$ cat src/rtl/multicycle_controller.sv
// multicycle_controller
// Sequencing FSM for a small multicycle core. It fetches an instruction,
// executes it in one or two cycles, and runs a data-memory handshake for
// loads and stores. It also counts retired instructions.
//
// Ports
//   clk, rst          clock; asynchronous active-high reset
//   inst_valid        fetched instruction present (looked at in FETCH only)
//   fetch_req         request instruction at current PC (registered)
//   ir_load           latch fetched instruction into decoder (combinational)
//   ctrl_lsu[3:0]     [1:0] width 00 none/01 word/10 half/11 byte,
//                     [2] unsigned load, [3] store (sampled in EXEC)
//   ctrl_multicycle   ALU op needs an extra execute cycle (sampled in EXEC)
//   addr_lo[1:0]      effective address low bits (sampled in EXEC)
//   mem_req, mem_we   data-memory request / write enable (registered)
//   mem_ack           data-memory acknowledge (looked at in MEM only)
//   pc_en, rf_we      retire strobes (combinational)
//   trap, trap_clear  misalignment trap flag (registered) and its clear
//   instret[31:0]     retired-instruction counter, wraps modulo 2^32
//
// Build option
//   MISALIGN_TRAP_EN  when defined, a misaligned word or half access traps
//                     instead of going to memory. When undefined, trap is
//                     always 0 and addr_lo and trap_clear have no effect.
module multicycle_controller (
  input  logic        clk,
  input  logic        rst,
  input  logic        inst_valid,
  output logic        fetch_req,
  output logic        ir_load,
  input  logic [3:0]  ctrl_lsu,
  input  logic        ctrl_multicycle,
  input  logic [1:0]  addr_lo,
  output logic        mem_req,
  output logic        mem_we,
  input  logic        mem_ack,
  output logic        pc_en,
  output logic        rf_we,
  output logic        trap,
  input  logic        trap_clear,
  output logic [31:0] instret
);

  typedef enum logic [2:0] {
    IDLE  = 3'd0,
    FETCH = 3'd1,
    EXEC  = 3'd2,
    EXEC2 = 3'd3,
    MEM   = 3'd4,
    TRAP  = 3'd5
  } state_t;

  state_t      state_r;
  state_t      state_next;
  logic [31:0] instret_r;

  // A word access must be 4-byte aligned. A half access must be 2-byte aligned.
  function automatic logic misaligned(input logic [1:0] width, input logic [1:0] addr);
    logic bad;
    case (width)
      2'b01:   bad = (addr != 2'b00);
      2'b10:   bad = addr[0];
      default: bad = 1'b0;
    endcase
    return bad;
  endfunction

`ifdef MISALIGN_TRAP_EN
  // The unsigned-load flag only matters to the load aligner, not to sequencing.
  logic unused_inputs_s;
  assign unused_inputs_s = ctrl_lsu[2];
`else
  // Without the trap, alignment and trap clearing play no part in sequencing.
  logic unused_inputs_s;
  assign unused_inputs_s = ^{ctrl_lsu[2], addr_lo, trap_clear, misaligned(2'b00, 2'b00)};
`endif

  // State register.
  always_ff @(posedge clk or posedge rst) begin
    if (rst) begin
      state_r <= IDLE;
    end else begin
      state_r <= state_next;
    end
  end

  // Next-state decode and the handshake-dependent strobes.
  always_comb begin
    state_next = state_r;
    ir_load    = 1'b0;
    pc_en      = 1'b0;
    rf_we      = 1'b0;
    case (state_r)
      IDLE: begin
        state_next = FETCH;
      end
      FETCH: begin
        if (inst_valid) begin
          ir_load    = 1'b1;
          state_next = EXEC;
        end else begin
          state_next = FETCH;
        end
      end
      EXEC: begin
        if (ctrl_lsu[1:0] == 2'b00) begin
          if (ctrl_multicycle) begin
            state_next = EXEC2;
          end else begin
            pc_en      = 1'b1;
            rf_we      = 1'b1;
            state_next = FETCH;
          end
        end else begin
`ifdef MISALIGN_TRAP_EN
          if (misaligned(ctrl_lsu[1:0], addr_lo)) begin
            state_next = TRAP;
          end else begin
            state_next = MEM;
          end
`else
          state_next = MEM;
`endif
        end
      end
      EXEC2: begin
        pc_en      = 1'b1;
        rf_we      = 1'b1;
        state_next = FETCH;
      end
      MEM: begin
        if (mem_ack) begin
          // mem_we holds the direction captured in EXEC. Stores do not write the regfile.
          pc_en      = 1'b1;
          rf_we      = ~mem_we;
          state_next = FETCH;
        end else begin
          state_next = MEM;
        end
      end
      TRAP: begin
`ifdef MISALIGN_TRAP_EN
        if (trap_clear) begin
          state_next = FETCH;
        end else begin
          state_next = TRAP;
        end
`else
        state_next = FETCH;
`endif
      end
      default: begin
        state_next = IDLE;
      end
    endcase
  end

  // Moore outputs are registered from the next state, so each one lines up
  // with the state it decodes. mem_we captures the store bit on entry to MEM
  // and holds it until the access completes.
  always_ff @(posedge clk or posedge rst) begin
    if (rst) begin
      fetch_req <= 1'b0;
      mem_req   <= 1'b0;
      mem_we    <= 1'b0;
      trap      <= 1'b0;
    end else begin
      fetch_req <= (state_next == FETCH);
      mem_req   <= (state_next == MEM);
      if (state_next == MEM) begin
        mem_we <= (state_r == EXEC) ? ctrl_lsu[3] : mem_we;
      end else begin
        mem_we <= 1'b0;
      end
`ifdef MISALIGN_TRAP_EN
      trap <= (state_next == TRAP);
`else
      trap <= 1'b0;
`endif
    end
  end

  // Retired-instruction counter. It wraps naturally at 32 bits.
  always_ff @(posedge clk or posedge rst) begin
    if (rst) begin
      instret_r <= 32'd0;
    end else if (pc_en) begin
      instret_r <= instret_r + 32'd1;
    end else begin
      instret_r <= instret_r;
    end
  end

  assign instret = instret_r;

endmodule
$ cat config.mk
export PLATFORM = sky130hd
export DESIGN_NAME = multicycle_controller
export DESIGN_NICKNAME = d
export VERILOG_FILES = /design/src/rtl/multicycle_controller.sv
export SDC_FILE = /design/constraint.sdc
export NUM_CORES = 1
export LEC_CHECK = 0
export CORE_MARGIN = 3
export CORE_UTILIZATION = 33
export DETAILED_ROUTE_END_ITERATION = 12
export HOLD_SLACK_MARGIN = 0.08
export PLACE_DENSITY = 0.66
export RECOVER_POWER = 50
export SYNTH_ARGS = -nofsm -noshare
export SYNTH_HDL_FRONTEND = slang
export SYNTH_SLANG_ARGS = --single-unit
export TNS_END_PERCENT = 100
$ cat constraint.sdc
create_clock -name clk -period 2.2 [get_ports clk]
set_clock_uncertainty 0.15 [all_clocks]
set_input_delay 0.44 -clock clk [delete_from_list [all_inputs] [get_ports clk]]
set_output_delay 0.44 -clock clk [all_outputs]
set_load 0.05 [all_outputs]
==> results.py <==
metrics = {
    "outcome": {
        "outcome": "finished clean",
    },
    "place": {
        "detailedPlace.worstSlack_ns": -0.265,
        "dpl.hpwl_mm": 2.92,
        "port_buffers": 45,
        "place_congestion": 0.759,
    },
    "floorplanning": {
        "start_util": 0.343,
        "die_h_um": 81.9,
        "dieArea_mm2": 0.00671,
        "io_pins": 51,
        "die_w_um": 81.9,
        "core_area_mm2": 0.00554,
        "fp-row-count": 27,
    },
    "grt": {
        "grt_pass1_wl_mm": 6.85,
        "grt_pass1_vias": 1471,
        "grt_start_max_net_pins": 39,
        "antenna_found_initial": 0,
        "grt_usage": 0.133,
        "grt.overflow.total": 0,
    },
    "sta": {
        "slew_viol_final": 0,
        "slew_headroom": 0.374,
        "period_share": 0.980,
        "setup_viol": 0,
        "hold_viol_final": 0,
        "rsz0062_at_grt": "false",
        "clock.fmax_mhz": 464,
        "worstMarginPinSlew_ns": 0.939,
        "final.setup.tns_ns": 0,
        "period_minus_slack_ns": 2.16,
        "finalWorstSetupSlack_ns": 0.0449,
    },
    "worst_setup_path": {
        "crit_fanout": 2,
        "path_class": "in2out",
        "arrival_ns": 1.57,
        "end_kind": "output port",
        "required_ns": 1.61,
        "start_kind": "primary input",
    },
    "clock_network": {
        "path_clk_slew_ns": 0.07,
        "h-tree-depth": 2,
        "hold_buffers": 0,
        "cts_max_path_buffers": 2,
        "worstSkewPairLatency_ns": 0.29,
        "clock-sinks": 38,
        "cts_tree": "built",
        "cts_made_buffers": 5,
        "cts_root_buffer": "clkbuf_8",
    },
    "logic_synthesis": {
        "syn_nets": 182,
        "syn-mean-instance-area_um2": 11.2,
        "synth-edff-count": 0,
        "synth_cell_type_count": 39,
        "synth_cells": 169,
        "async_flop_share": 1.00,
        "yosys_warnings": 0,
        "synthesis.area_mm2": 0.00190,
        "synth_ff_type": "dfrtp_1",
        "seq_area_frac_synth": 0.500,
        "ys_seq_elements": 38,
    },
    "pwr": {
        "clockPowerShare": 0.211,
        "power_w": 0.00265,
        "p_switching_w": 0.00108,
        "irDropWorstVdd_v": 0.000642,
        "intPower_w": 0.00157,
        "swShare": 0.408,
        "pwr-share-comb": 0.436,
        "p_leak_nw": 1.14,
        "p_seq_frac": 0.354,
        "p_per_area_mw_per_mm2": 995,
    },
    "drt": {
        "dr.pass1.iters": 4,
        "drt-wirelength-per-cell_um": 12.9,
        "ant_nets": 0,
        "wl_mm": 3.94,
        "drt-initial-drc-count": 54,
        "num_vias": 1406,
        "drt-vias-per-instance": 4.59,
        "drc_errors": 0,
    },
    "flow_run": {
        "drv_cap": 0,
    },
    "layout": {
        "area_growth_pct": 40.0,
        "nets": 246,
        "drive_above_1_share": 0.244,
        "fill_cells": 540,
        "diodes": 0,
    },
    "worst_hold_path": {
        "min_path_type": "reg2reg",
    },
}
state kept, by name, summed over array words and instances, names as in the netlist:
register and flops:
fetch_req 1, mem_we 1, mem_req 1, instret 32, state_r 3
through the flow:
stage	hold slack (ns)	utilization	std cells	cell area (um^2)
global placement	0.312	0.460	296	2550
CTS	0.328	0.488	306	2700
floorplan	0.378	-	169	1920
finish	0.330	0.480	306	2660
detailed placement	0.312	0.460	296	2550
global route	0.360	0.480	306	2660
placed cells by master (no fill, tap or decap), types with 2 or more instances in the layout:
| cell | instances |
|---|---|
| a21oi_1 | 2 |
| buf_12 | 3 |
| buf_4 | 11 |
| clkbuf_1 | 10 |
| clkbuf_8 | 8 |
| clkdlybuf4s50_1 | 28 |
| dfrtp_1 | 33 |
| dfrtp_2 | 5 |
| dlygate4sd2_1 | 4 |
| inv_1 | 10 |
| nand2_1 | 10 |
| nand2b_1 | 2 |
| nand2b_2 | 2 |
| nand3_1 | 8 |
| nand3b_1 | 2 |
| nand4_1 | 4 |
| nor2_1 | 19 |
| nor3_1 | 5 |
| nor3_2 | 7 |
| nor4_2 | 3 |
| or3_4 | 2 |
| xnor2_1 | 14 |
| xor2_1 | 17 |
timing repair:
item	in CTS	in global routing
setup endpoints to repair	2	5
resized for setup	10	5
setup buffers	2	0
pin swaps	3	0
gates cloned	0	0
cell families (layout without fill, tap and decap cells):
group | Yosys count | in the layout | share of synthesized area
adder cells (fa/ha/maj) | 1 | 1 | 0.00658
AO/OA/AOI/OAI | 6 | 6 | 0.0263
AND/OR/NAND/NOR | 77 | 77 | 0.279
multiplexers | 2 | 2 | 0.0112
flip-flops | 38 | 38 | 0.500
XOR/XNOR | 31 | 31 | 0.143
other | 1 | 1 | 0.00197
buffers and inverters | 13 | 78 | 0.0316
worst max-delay path, cell delays in order:
cell,delay (ns)
dlygate4sd2_1,0.24
or3_4,0.41
o211ai_4,0.21
buf_6,0.14
buf_12,0.13
Yosys cell counts (2+ instances only):
master    instances  area share
nand3_1           8       0.021
xor2_1           17       0.078
a21oi_1           2      0.0053
nand2b_1          3      0.0099
inv_1            10       0.020
nand2_1          10       0.020
or3_4             2       0.012
nand4_1           4       0.013
nor2_1           19       0.038
nand3b_1          2      0.0079
nor2b_1           2      0.0066
nor3_2            7       0.037
xnor2_1          14       0.065
nor3_1            5       0.013
nor4_2            3       0.020
dfrtp_1          38        0.50
layer usage:
metal  routed length (um)  part of all wire  GRT usage
met1                 1900              0.48      0.178
met2                 1780              0.45      0.206
met3                  230             0.058     0.0406
met4                   35            0.0089     0.0399
met5                    0                 0          0
area by class of cell:
class,instances,area [um^2],share of cell area
clock buffer,8,110,0.0414
inverter,10,37.5,0.0141
sequential,38,957,0.360
multi-input combinational,118,936,0.352
timing repair buffer,60,529,0.199
tap,72,90.1,0.0339
power groups by stage:
stage | registers, W | clock network [W] | logic, W
after floorplan | 0.00120 | 0 | 0.000456
after global placement | 0.000935 | 0 | 0.00112
after detailed placement | 0.000939 | 0 | 0.00114
after CTS | 0.000935 | 0.000574 | 0.00120
after global routing | 0.000956 | 0.000611 | 0.00123
final | 0.000936 | 0.000558 | 0.00115
worst paths after layout:
check                      slack (ns)  cells after the start               startpoint                      end
max                              0.04                      5          ctrl_multicycle                    pc_en
min                              0.33                      1  instret[31]$_DFFE_PP0P_  instret[31]$_DFFE_PP0P_
max reg2reg                      0.20                      7     state_r[2]$_DFF_PP0_  instret[14]$_DFFE_PP0P_
min reg2reg                      0.33                      1  instret[31]$_DFFE_PP0P_  instret[31]$_DFFE_PP0P_
max in group asynchronous        0.52                      3                      rst     state_r[1]$_DFF_PP0_
min in group asynchronous        0.72                      3                      rst        mem_req$_DFF_PP0_
(Power assumes the default switching activity.)
